File: config.mk
export PLATFORM = sky130hd
export DESIGN_NAME = mul_share_arbiter
export DESIGN_NICKNAME = d
export VERILOG_FILES = /design/src/rtl/mul_share_arbiter.sv
export SDC_FILE = /design/constraint.sdc
export NUM_CORES = 1
export LEC_CHECK = 0
export CAP_MARGIN = 5
export CORE_MARGIN = 5
export CORE_UTILIZATION = 46
export CTS_BUF_LIST = sky130_fd_sc_hd__clkbuf_16
export DETAILED_ROUTE_END_ITERATION = 16
export GPL_TIMING_DRIVEN = 0
export PLACE_DENSITY = 0.91
export SLEW_MARGIN = 25
export SYNTH_ARGS = -nofsm -noshare
export SYNTH_HDL_FRONTEND = slang
export SYNTH_SLANG_ARGS = --single-unit
File: constraint.sdc
create_clock -name clk -period 2.3 [get_ports clk]
set_input_delay 0.23 -clock clk [delete_from_list [all_inputs] [get_ports clk]]
set_output_delay 0.23 -clock clk [all_outputs]
set_load 0.01 [all_outputs]
File: src/rtl/mul_share_arbiter.sv
// mul_share_arbiter: round-robin arbiter sharing one multiplier between two requesters
module mul_share_arbiter #(
    parameter int unsigned TIMEOUT_CYCLES = 255
) (
    input  logic        clk,
    input  logic        reset,
    input  logic        req0,
    input  logic        req1,
    input  logic [7:0]  a0,
    input  logic [7:0]  b0,
    input  logic [7:0]  a1,
    input  logic [7:0]  b1,
    output logic        gnt0,
    output logic        gnt1,
    output logic        done0,
    output logic        done1,
    output logic [15:0] prod0,
    output logic [15:0] prod1,
    output logic        timeout_err,
    output logic        busy,
    output logic        owner,
    output logic        mul_start,
    output logic [15:0] mul_ip_BA,
    input  logic [15:0] mul_op_prod,
    input  logic        mul_ready
);
    typedef enum logic [1:0] {IDLE = 2'd0, BUSY = 2'd1, RELEASE = 2'd2} state_t;

    state_t      state_q, state_d;
    logic        start_q, start_d;
    logic [15:0] ip_q, ip_d;
    logic [1:0]  gnt_q, gnt_d;
    logic [1:0]  done_q, done_d;
    logic        terr_q, terr_d;
    logic [15:0] prod0_q, prod0_d;
    logic [15:0] prod1_q, prod1_d;
    logic        owner_q, owner_d;
    logic        last_q, last_d;
    logic [15:0] cnt_q, cnt_d;
    logic        sel;

    // A lone request wins outright; a tie goes to whoever was not served last
    assign sel = (req0 & req1) ? ~last_q : req1;

    always_comb begin
        state_d = state_q;
        start_d = start_q;
        ip_d    = ip_q;
        gnt_d   = 2'b00;
        done_d  = 2'b00;
        terr_d  = 1'b0;
        prod0_d = prod0_q;
        prod1_d = prod1_q;
        owner_d = owner_q;
        last_d  = last_q;
        cnt_d   = cnt_q;
        case (state_q)
            IDLE: begin
                if (req0 | req1) begin
                    ip_d    = sel ? {b1, a1} : {b0, a0};
                    start_d = 1'b1;
                    gnt_d   = sel ? 2'b10 : 2'b01;
                    owner_d = sel;
                    cnt_d   = 16'd0;
                    state_d = BUSY;
                end
            end
            BUSY: begin
                if (mul_ready) begin
                    prod0_d = owner_q ? prod0_q : mul_op_prod;
                    prod1_d = owner_q ? mul_op_prod : prod1_q;
                    done_d  = owner_q ? 2'b10 : 2'b01;
                    start_d = 1'b0;
                    last_d  = owner_q;
                    state_d = RELEASE;
                end else if (cnt_q == 16'(TIMEOUT_CYCLES - 1)) begin
                    done_d  = owner_q ? 2'b10 : 2'b01;
                    terr_d  = 1'b1;
                    start_d = 1'b0;
                    last_d  = owner_q;
                    state_d = RELEASE;
                end else begin
                    cnt_d = cnt_q + 16'd1;
                end
            end
            RELEASE: state_d = mul_ready ? RELEASE : IDLE;
            default: begin
                start_d = 1'b0;
                state_d = IDLE;
            end
        endcase
    end

    always_ff @(posedge clk or negedge reset) begin
        if (!reset) begin
            state_q <= IDLE;
            start_q <= 1'b0;
            ip_q    <= 16'd0;
            gnt_q   <= 2'b00;
            done_q  <= 2'b00;
            terr_q  <= 1'b0;
            prod0_q <= 16'd0;
            prod1_q <= 16'd0;
            owner_q <= 1'b0;
            last_q  <= 1'b1;
            cnt_q   <= 16'd0;
        end else begin
            state_q <= state_d;
            start_q <= start_d;
            ip_q    <= ip_d;
            gnt_q   <= gnt_d;
            done_q  <= done_d;
            terr_q  <= terr_d;
            prod0_q <= prod0_d;
            prod1_q <= prod1_d;
            owner_q <= owner_d;
            last_q  <= last_d;
            cnt_q   <= cnt_d;
        end
    end

    assign gnt0        = gnt_q[0];
    assign gnt1        = gnt_q[1];
    assign done0       = done_q[0];
    assign done1       = done_q[1];
    assign timeout_err = terr_q;
    assign prod0       = prod0_q;
    assign prod1       = prod1_q;
    assign busy        = state_q != IDLE;
    assign owner       = owner_q;
    assign mul_start   = start_q;
    assign mul_ip_BA   = ip_q;
endmodule

==> impl_metrics.ini <==
[logic_synthesis]
yosysSeqAreaShare = 0.5657
synth.net_count = 327
synth_area_um2 = 3276
syn_area_per_cell_um2 = 12.04
synthTopCellsByCount = 73 x dfrtp_1, 22 x mux2_2, 13 x nand2_1, 13 x nor2_1
async_flop_share = 1.000
ys.flop_type = dfrtp_1
synth_warnings = 0
yosys.area.top_type_share = 0.5577
synth_seq_cells = 74
yosysTopAreaCell = dfrtp_1
post-synth-top-count-cell = dfrtp_1
synth.distinct_cells = 47
synthTopCellsByArea = dfrtp_1 56%, mux2_2 7.6%, mux2_1 4.1%
netlist_instances = 272
synth_edf_count = 0

[critical_path]
worstPathRequired_ns = 2.50
rr_worst_depth = 5
r2r-end = prod0[11]
crit_path_cell_trace = nor2b_1 > and3_1 > clkbuf_1 > buf_2 > mux2_1
r2r_start = state_q[1]
crit_arrival_ns = 2.34
cpLargestDelayFamily = buffers and inverters
criticalPathCategory = register to register
cpPeakStageDelay_ns = 0.47
cp_num_buf_inv = 2
cp-start-kind = register
slowest_stage = dfrtp_1
worst-r2r-setup-slack_ns = 0.16
cp_max_fo = 10
worst_setup_path_end_kind = register

[routing]
drtIter0Drc = 111
ant_nets = 0
post-route-drc-count = 0
drtPass1Iterations = 4
wl_per_cell_um = 17.43
totalWireLength_mm = 8.592
vias = 2698
routed_via_density = 5.473

[power]
pwr-share-clk = 0.235
comb_power_share = 0.423
pwr-share-seq = 0.343
power_density_nw_per_um2 = 1306
leakage_nw = 2.084
vdd_drop_max_v = 0.0007100
p_switching_mw = 2.024
p_int_mw = 4.280
switching_share = 0.3210

[floorplan]
start_util = 0.4769
dieHeight_um = 94.39
pin_count = 109
rows = 30
die-area_um2 = 8909
core_area_um2 = 6869
die_width_um = 94.39

[cells_and_area]
drive_above_1_share = 0.1285
syn2layout_area_growth_pct = 47.36
n_antenna_cell = 0
finalNetCount = 448
post-route-util = 0.7027

[timing]
rsz0062_at_grt = no
fmax_ghz = 0.4669
fin_skew_ns = 0.005895
worst_slew_pin_slew_ns = 0.7349
setup_violations = 0
timing.final.crit_share = 0.9313
max_slew_margin = 0.5090
finalMaxSlewViolations = 0
worst_slack_ns = 0.1581
hold_ws_ns = 0.3527
period_needed_ns = 2.142
hold_viol = 0

[clock_network]
cts-buffers-inserted = 9
clk_path_buf_depth = 2
cts_root_buf = clkbuf_16
cts_tree = built
cts.sinks = 74
worst_skew_pair.late_latency_ns = 0.33
clkSlewWorstSetupHoldPaths_ns = 0.06
htree_levels = 3

[global_routing]
grt_first_pass_wirelength_mm = 14.17
grt_pass1_vias = 2881
antenna_found_initial = 0
grt.overflow.total = 0
grtUsageTotal = 0.2042
grt_max_degree = 54

[place]
finalWeightedCongestion = 0.8450
hpwl_mm = 6.192
place_ws_ns = 0.05186
portBuffers = 108

[job]
cap_violations = 0

[min_path]
hold_class = input port to asynchronous set/reset pin

[status]
outcome = finished clean
[sequential cells by signal, indices dropped and copies added (netlist names), 2 cells and up]
name / cells
cnt_q: 16
mul_ip_BA: 16
prod0: 16
prod1: 16
done_q: 2
gnt_q: 2
state_q: 2
[power by group through the flow]
| stage | clock [mW] | combinational, mW | sequential [mW] |
|---|---|---|---|
| final | 1.48 | 2.67 | 2.16 |
| after global routing | 1.56 | 2.88 | 2.23 |
| after CTS | 1.50 | 2.71 | 2.16 |
| after detailed placement | 0 | 2.68 | 2.17 |
| after global placement | 0 | 2.58 | 2.13 |
| after floorplan | 0 | 1.07 | 2.35 |
[metrics by stage]
step	total power [mW]	std cells	area, µm²	setup TNS [ns]
5_1_grt	6.667	493	4827	0
4_1_cts	6.366	493	4827	0
6_report	6.304	493	4827	0
2_1_floorplan	3.423	272	3276	0
3_5_place_dp	4.848	477	4502	0
3_3_place_gp	4.714	476	4477	-106.94
[worst reg2reg max path, stage by stage, from the launching register on]
cell	delay (ns)
dfrtp_1	0.47
nor2b_1	0.28
and3_1	0.19
clkbuf_1	0.36
buf_2	0.35
mux2_1	0.37
[how the worst max path moves through the flow]
| stage | from | to | slack [ns] | cells after the start |
|---|---|---|---|---|
| after floorplan | cnt_q[11] | cnt_q[5] | 0.41 | 5 |
| after global placement | reset | mul_ip_BA[9] | -1.46 | 1 |
| after detailed placement | mul_ready | prod0[11] | 0.05 | 5 |
| after CTS | state_q[1] | prod0[11] | 0.15 | 5 |
| after global routing | cnt_q[4] | cnt_q[1] | 0.06 | 5 |
| final | state_q[1] | prod0[11] | 0.16 | 5 |
[layer usage]
layer  wire, µm  vias up  GRT usage
met2       4468      117     0.3552
met4        180        0    0.08905
met1       3277     1321     0.2346
met5          0        -          0
li1           -     1248          -
met3        666       12    0.05737
[logic make-up (layout without fill, tap and decap cells)]
logic type | after synthesis | count (layout) | share of synthesized area
DFF | 74 | 74 | 0.5657
AOI/OAI and AO/OA | 70 | 70 | 0.1520
and+or+nand+nor | 63 | 63 | 0.1085
muxes | 40 | 40 | 0.1352
buffers and inverters | 23 | 148 | 0.03094
adders and majority gates | 2 | 2 | 0.007638
[area by class of cell]
cell class / instances / area [µm²]
Clock inverter: 6 / 90.09
Timing Repair Buffer: 110 / 1116
Sequential cell: 74 / 1853
Tap cell: 96 / 120.1
Buffer: 17 / 78.83
Inverter: 6 / 22.52
Clock buffer: 9 / 225.2
Multi-Input combinational cell: 175 / 1321
Fill cell: 500 / 2042
[layout by cell type, fill, tap and decap left out, types with 3 or more instances in the layout]
cell | netlist | final
nand4_1 | 6 | 6
o21ai_0 | 3 | 3
inv_1 | 6 | 6
o21ai_1 | 9 | 9
mux2_1 | 12 | 12
a21oi_1 | 5 | 5
a21o_1 | 12 | 12
a22o_1 | 11 | 11
clkbuf_16 | 0 | 9
or4_1 | 4 | 4
and4_1 | 3 | 3
o21a_1 | 3 | 3
and3_1 | 3 | 3
nand2_1 | 13 | 13
nor3_1 | 3 | 3
mux2i_1 | 6 | 6
a31oi_1 | 12 | 12
nor2_1 | 13 | 13
nand3_1 | 6 | 6
clkdlybuf4s50_1 | 0 | 107
buf_2 | 6 | 6
clkbuf_1 | 9 | 9
dfrtp_1 | 73 | 73
mux2_2 | 22 | 22
nor2b_1 | 3 | 3
[repair_timing]
action,in CTS,in global routing
gates resized for setup,0,0
setup buffers,0,0
hold buffers,1,0
endpoints found under the hold margin,20,0
(Power assumes the default switching activity.)
